**src/rtl/lsu_dmem_master_if.sv**
```systemverilog
// CPU-request / response / d_mem bus bundle for lsu_dmem_master.
// master = the load/store unit, slave = the datapath plus d_mem side.
`ifndef DWIDTH
`define DWIDTH 32
`endif
`ifndef logDepthMem
`define logDepthMem 10
`endif

interface lsu_dmem_master_if #(
  parameter int unsigned WIDTH  = `DWIDTH,
  parameter int unsigned ADDR_W = `logDepthMem
);
  logic              req_valid;
  logic              req_ready;
  logic              req_we;
  logic [1:0]        req_size;
  logic              req_unsigned;
  logic [ADDR_W+1:0] req_addr;
  logic [WIDTH-1:0]  req_wdata;
  logic              resp_valid;
  logic [WIDTH-1:0]  resp_rdata;
  logic              resp_err;
  logic [ADDR_W-1:0] dataAddress;
  logic [WIDTH-1:0]  writeMemData;
  logic              memRead;
  logic              memWrite;
  logic [WIDTH-1:0]  readMemData;

  modport master (
    input  req_valid, req_we, req_size, req_unsigned, req_addr, req_wdata, readMemData,
    output req_ready, resp_valid, resp_rdata, resp_err,
           dataAddress, writeMemData, memRead, memWrite
  );

  modport slave (
    output req_valid, req_we, req_size, req_unsigned, req_addr, req_wdata, readMemData,
    input  req_ready, resp_valid, resp_rdata, resp_err,
           dataAddress, writeMemData, memRead, memWrite
  );
endinterface

```
**src/rtl/lsu_dmem_master.sv**
```systemverilog
// MEM-stage load/store unit: byte/half/word CPU accesses mapped onto word-wide d_mem.
// Sub-word loads/stores (lane extraction, read-modify-write) exist only with LSU_SUBWORD_EN.
`ifndef DWIDTH
`define DWIDTH 32
`endif
`ifndef logDepthMem
`define logDepthMem 10
`endif

module lsu_dmem_master #(
  parameter int unsigned WIDTH  = `DWIDTH,
  parameter int unsigned ADDR_W = `logDepthMem
) (
  input  logic                clk,
  input  logic                rst,
  lsu_dmem_master_if.master   bus
);

  typedef enum logic [2:0] {
    IDLE, ST_WR, LD_RD, LD_CAP, RMW_RD, RMW_CAP, RMW_WR, RESP
  } state_t;

  state_t state;
  logic   misalign;

`ifdef LSU_SUBWORD_EN
  logic [1:0]       size_q;
  logic [1:0]       lane_q;
  logic             uns_q;
  logic [WIDTH-1:0] wdata_q;

  function automatic logic [WIDTH-1:0] extract(input logic [WIDTH-1:0] word,
                                               input logic [1:0] size,
                                               input logic [1:0] lane,
                                               input logic uns);
    logic [WIDTH-1:0] sh;
    sh = word >> {lane, 3'b000};
    case (size)
      2'b00:   extract = {{(WIDTH-8){sh[7] & ~uns}}, sh[7:0]};
      2'b01:   extract = {{(WIDTH-16){sh[15] & ~uns}}, sh[15:0]};
      default: extract = word;
    endcase
  endfunction

  function automatic logic [WIDTH-1:0] merge(input logic [WIDTH-1:0] word,
                                             input logic [WIDTH-1:0] wdata,
                                             input logic [1:0] size,
                                             input logic [1:0] lane);
    logic [WIDTH-1:0] mask;
    mask = (size == 2'b00) ? {{(WIDTH-8){1'b0}}, 8'hFF} : {{(WIDTH-16){1'b0}}, 16'hFFFF};
    merge = (word & ~(mask << {lane, 3'b000})) | ((wdata & mask) << {lane, 3'b000});
  endfunction
`endif

  always_comb begin
    misalign = 1'b0;
`ifdef LSU_SUBWORD_EN
    case (bus.req_size)
      2'b00:   misalign = 1'b0;
      2'b01:   misalign = bus.req_addr[0];
      2'b10:   misalign = |bus.req_addr[1:0];
      default: misalign = 1'b1;
    endcase
`else
    misalign = (bus.req_size != 2'b10) || (|bus.req_addr[1:0]);
`endif
  end

  assign bus.req_ready = (state == IDLE) && !rst;

  always_ff @(posedge clk) begin
    if (rst) begin
      state            <= IDLE;
      bus.memRead      <= 1'b0;
      bus.memWrite     <= 1'b0;
      bus.resp_valid   <= 1'b0;
      bus.resp_err     <= 1'b0;
      bus.dataAddress  <= '0;
      bus.writeMemData <= '0;
      bus.resp_rdata   <= '0;
`ifdef LSU_SUBWORD_EN
      size_q  <= '0;
      lane_q  <= '0;
      uns_q   <= 1'b0;
      wdata_q <= '0;
`endif
    end else begin
      case (state)
        IDLE: begin
          if (bus.req_valid) begin
            bus.dataAddress <= bus.req_addr[ADDR_W+1:2];
`ifdef LSU_SUBWORD_EN
            size_q  <= bus.req_size;
            lane_q  <= bus.req_addr[1:0];
            uns_q   <= bus.req_unsigned;
            wdata_q <= bus.req_wdata;
`endif
            if (misalign) begin
              bus.resp_valid <= 1'b1;
              bus.resp_err   <= 1'b1;
              bus.resp_rdata <= '0;
              state          <= RESP;
            end else if (bus.req_we && bus.req_size == 2'b10) begin
              bus.memWrite     <= 1'b1;
              bus.writeMemData <= bus.req_wdata;
              state            <= ST_WR;
            end else begin
              // sub-word stores also start with a read: the other lanes must be preserved
              bus.memRead <= 1'b1;
`ifdef LSU_SUBWORD_EN
              state <= bus.req_we ? RMW_RD : LD_RD;
`else
              state <= LD_RD;
`endif
            end
          end
        end
        ST_WR: begin
          bus.memWrite   <= 1'b0;
          bus.resp_valid <= 1'b1;
          bus.resp_err   <= 1'b0;
          bus.resp_rdata <= '0;
          state          <= RESP;
        end
        LD_RD: begin
          bus.memRead <= 1'b0;
          state       <= LD_CAP;
        end
        LD_CAP: begin
`ifdef LSU_SUBWORD_EN
          bus.resp_rdata <= extract(bus.readMemData, size_q, lane_q, uns_q);
`else
          bus.resp_rdata <= bus.readMemData;
`endif
          bus.resp_valid <= 1'b1;
          bus.resp_err   <= 1'b0;
          state          <= RESP;
        end
`ifdef LSU_SUBWORD_EN
        RMW_RD: begin
          bus.memRead <= 1'b0;
          state       <= RMW_CAP;
        end
        RMW_CAP: begin
          bus.writeMemData <= merge(bus.readMemData, wdata_q, size_q, lane_q);
          bus.memWrite     <= 1'b1;
          state            <= RMW_WR;
        end
        RMW_WR: begin
          bus.memWrite   <= 1'b0;
          bus.resp_valid <= 1'b1;
          bus.resp_err   <= 1'b0;
          bus.resp_rdata <= '0;
          state          <= RESP;
        end
`endif
        RESP: begin
          bus.resp_valid <= 1'b0;
          state          <= IDLE;
        end
        default: state <= IDLE;
      endcase
    end
  end

endmodule

```
**src/flat_wrapper.sv**
```systemverilog
// flat-port wrapper written by rule: the top's interface ports become plain ports
module lsu_dmem_master_flat 
#(
  parameter int unsigned WIDTH  = `DWIDTH,
  parameter int unsigned ADDR_W = `logDepthMem
)
  (clk, rst, bus_req_valid, bus_req_we, bus_req_size, bus_req_unsigned, bus_req_addr, bus_req_wdata, bus_readMemData, bus_req_ready, bus_resp_valid, bus_resp_rdata, bus_resp_err, bus_dataAddress, bus_writeMemData, bus_memRead, bus_memWrite);
  lsu_dmem_master_if #(.WIDTH(WIDTH), .ADDR_W(ADDR_W)) bus_i ();
  input  logic clk;
  input  logic rst;
  input wire logic [$bits(bus_i.req_valid)-1:0] bus_req_valid;
  input wire logic [$bits(bus_i.req_we)-1:0] bus_req_we;
  input wire logic [$bits(bus_i.req_size)-1:0] bus_req_size;
  input wire logic [$bits(bus_i.req_unsigned)-1:0] bus_req_unsigned;
  input wire logic [$bits(bus_i.req_addr)-1:0] bus_req_addr;
  input wire logic [$bits(bus_i.req_wdata)-1:0] bus_req_wdata;
  input wire logic [$bits(bus_i.readMemData)-1:0] bus_readMemData;
  output wire logic [$bits(bus_i.req_ready)-1:0] bus_req_ready;
  output wire logic [$bits(bus_i.resp_valid)-1:0] bus_resp_valid;
  output wire logic [$bits(bus_i.resp_rdata)-1:0] bus_resp_rdata;
  output wire logic [$bits(bus_i.resp_err)-1:0] bus_resp_err;
  output wire logic [$bits(bus_i.dataAddress)-1:0] bus_dataAddress;
  output wire logic [$bits(bus_i.writeMemData)-1:0] bus_writeMemData;
  output wire logic [$bits(bus_i.memRead)-1:0] bus_memRead;
  output wire logic [$bits(bus_i.memWrite)-1:0] bus_memWrite;
  assign bus_i.req_valid = bus_req_valid;
  assign bus_i.req_we = bus_req_we;
  assign bus_i.req_size = bus_req_size;
  assign bus_i.req_unsigned = bus_req_unsigned;
  assign bus_i.req_addr = bus_req_addr;
  assign bus_i.req_wdata = bus_req_wdata;
  assign bus_i.readMemData = bus_readMemData;
  assign bus_req_ready = bus_i.req_ready;
  assign bus_resp_valid = bus_i.resp_valid;
  assign bus_resp_rdata = bus_i.resp_rdata;
  assign bus_resp_err = bus_i.resp_err;
  assign bus_dataAddress = bus_i.dataAddress;
  assign bus_writeMemData = bus_i.writeMemData;
  assign bus_memRead = bus_i.memRead;
  assign bus_memWrite = bus_i.memWrite;
  lsu_dmem_master #(.WIDTH(WIDTH), .ADDR_W(ADDR_W)) u_core (.clk(clk), .rst(rst), .bus(bus_i));
endmodule
```
**config.mk**
```make
export PLATFORM = sky130hd
export DESIGN_NAME = lsu_dmem_master_flat
export DESIGN_NICKNAME = d
export VERILOG_FILES = /design/src/rtl/lsu_dmem_master_if.sv /design/src/rtl/lsu_dmem_master.sv /design/src/flat_wrapper.sv
export SDC_FILE = /design/constraint.sdc
export NUM_CORES = 1
export LEC_CHECK = 0
export CORE_UTILIZATION = 30
export CTS_CLUSTER_SIZE = 10
export DETAILED_ROUTE_END_ITERATION = 7
export PLACE_DENSITY = 0.65
export SLEW_MARGIN = 40
export SYNTH_ARGS = -nofsm -noshare
export SYNTH_HDL_FRONTEND = slang
export SYNTH_SLANG_ARGS = --single-unit
```
**constraint.sdc**
```tcl
create_clock -name clk -period 2.1 [get_ports clk]
set_clock_uncertainty 0.2 [all_clocks]
set_input_delay 0.525 -clock clk [delete_from_list [all_inputs] [get_ports clk]]
set_output_delay 0.525 -clock clk [all_outputs]
set_load 0.02 [all_outputs]
```
==> qor.txt <==
Crit start category: register
Chip Width: 105 um
CP endpoint kind: output port
Gp weighted congestion: 0.706
Post-Syn Nets: 393
RSZ-0062 raised after global routing: no
Slew @ Worst Pin: 0.571 ns
Vias/cell: 5.09
Vias in the first global route: 3221
Total GRT Usage: 0.180
Minimum clock period after layout: 2.04 ns
Filler instances: 934
Drt total wl: 9760 um
Fin crit share: 0.974
Leakage power: 0.00222 uW
Final setup fails: 0
Initial antenna violation count: 0
ANT cells: 0
Min-delay src: u_core.bus.dataAddress[8]
DRC: 0
Ys flop type: dfxtp_1
Post-route ant nets: 0
Slew Limit Fails: 0
Detail Placement HPWL: 6370 um
Worst endpoint data arrival time: 1.32 ns
CTS Root Cell: clkbuf_8
# hold bufs at CTS: 0
Critical path class: reg -> out
Rows: 37
FF+latch count, synth: 81
CTS Sinks: 81
Worst setup path start: u_core.bus.writeMemData[29]
Min-Delay Path Class: reg -> reg
Maximum vdd drop: 0.357 mV
CP cell instances: clkdlybuf4s50_1
Final Hold Viols: 0
R2R Path Start: u_core.state[2]
IO buf count: 160
WL/cell: 15.9 um
1st-iter DRT viols: 133
GRT overflow: 0
Synth Cell Area: 0.00320 mm2
Clock Latency Late Sink: 0.34 ns
Max_cap viols: 0
Drt pass-1 iters: 4
Number of cells after detailed placement: 591
H-tree depth: 3
Clk buf depth: 2
Fmax: 489 MHz
Number of flops mapped to enable cells by yosys: 0
CTS buffer count: 9
Worst Path Required: 1.37 ns
CP peak stage delay: 0.62 ns
Status: completed
First-pass GRT wire length: 15800 um
Area growth syn-to-layout: 68.1%
GR Layer Usage met2: 0.310
Avg Synthesized Cell Area: 10.3 um2
CORE AREA: 0.0103 mm2
Worst path top cell family by delay: buffers and inverters
Multi-input gate area: 0.00138 mm2
GRT met3 Usage: 0.0773
Finished Layout Cells: 613
Largest net degree at the start of global routing: 52
GRT busiest layer: met2
IO Pins: 162
CTS tree: yes
Sequential share of the synthesized area: 0.507
Asr flop ratio synth: 0
PD cells: 648 mW/mm2
Initial Util: 0.310
Ys Warns: 0
DIE AREA: 0.0111 mm2
Layout cell share with drive strength beyond 1: 0.157
Fin nets: 555
Cells after Synth: 310
Final Power: 3480 uW
Library cells used by synthesis: 32
CTS clock-pin slew for the worst setup and hold paths: 0.08 ns
GRT met1 Usage: 0.205
Reg area: 0.00162 mm2
Die height: 105 um
WP buf/inv: 1
Vias: 3123
CP max-delay cell: clkdlybuf4s50_1
Crit path max fanout: 2
Worst slew margin: 0.619
-- per-layer routing --
| metal | up-vias | wire length [um] |
|---|---|---|
| li1 | 1504 | - |
| met1 | 1497 | 4050 |
| met2 | 120 | 4810 |
| met3 | 2 | 868 |
| met4 | 0 | 35 |
| met5 | - | 0 |
-- cells by family after synthesis --
logic type	share of synthesized area
flip-flops	0.507
AO/OA/AOI/OAI	0.292
buffers and inverters	0.0673
AND/OR/NAND/NOR	0.134
-- worst paths after layout --
path,endpoint,slack [ns],cells after the start
worst max-delay path,bus_writeMemData[29],0.06,1
worst min-delay path,u_core.bus.dataAddress[8],0.26,2
worst max register to register,u_core.state[2],0.14,5
worst min register to register,u_core.bus.dataAddress[8],0.26,2
-- sequential cells by signal (all words and copies together), names as in the netlist --
| name | cells |
|---|---|
| u_core.bus.resp_rdata | 32 |
| u_core.bus.writeMemData | 32 |
| u_core.bus.dataAddress | 10 |
| u_core.state | 3 |
| u_core.bus.memRead | 1 |
| u_core.bus.memWrite | 1 |
| u_core.bus.resp_err | 1 |
| u_core.bus.resp_valid | 1 |
-- cell usage in the layout, fill, tap and decap left out, types with 10 or more instances in the layout --
cell / n
clkdlybuf4s50_1: 132
dfxtp_1: 81
a21oi_1: 42
nand4_1: 32
a22o_1: 32
o31ai_2: 21
dlymetal6s2s_1: 21
nand2_1: 20
buf_4: 18
o31ai_1: 11
clkbuf_8: 10
-- final cells by class --
cell class,instances,share of cell area
sequential,81,0.302
inverter,1,0.000698
tap,136,0.0316
clock buffer,10,0.0256
multi-input combinational,190,0.256
clock inverter,6,0.0126
timing repair buffer,189,0.372
-- power by group --
group / total [uW] / switching (uW) / internal (uW)
clock network: 1160 / 572 / 584
logic: 713 / 345 / 369
registers: 1610 / 28.1 / 1590
-- cell usage after synthesis (all sizes together) (2+ instances only) --
| library cell | n | area, um2 |
|---|---|---|
| nor2 | 6 | 22.5 |
| o21ai | 2 | 10.0 |
| a211oi | 2 | 15.0 |
| a22o | 32 | 280 |
| dfxtp | 81 | 1620 |
| clkbuf | 25 | 93.8 |
| nand4 | 32 | 200 |
| buf | 13 | 118 |
| nor3 | 3 | 15.0 |
| a41oi | 2 | 17.5 |
| nor4b | 2 | 32.5 |
| o31ai | 32 | 345 |
| nand2 | 20 | 75.1 |
| nor4 | 2 | 12.5 |
| a21oi | 42 | 210 |
| or4b | 2 | 27.5 |
-- repair_timing --
item / in CTS / in global routing
gates resized for setup: 10 / 23
gates cloned: 2 / 0
pin swaps: 4 / 1
endpoints found under the hold margin: 0 / 0
setup endpoints to repair: 33 / 23
setup buffers: 4 / 0
-- through the flow --
stage	worst slack [ns]	util	setup TNS, ns	area, um2	hold WS [ns]
2_1_floorplan	0.0692	-	0	3210	0.335
3_3_place_gp	-0.373	0.487	-22.38	5030	0.244
3_5_place_dp	-0.402	0.487	-24.79	5030	0.247
4_1_cts	0.0160	0.516	0	5330	0.259
5_1_grt	0.000457	0.521	0	5380	0.286
6_report	0.0550	0.521	0	5380	0.255
No activity file was read; power rests on OpenSTA's default activity.
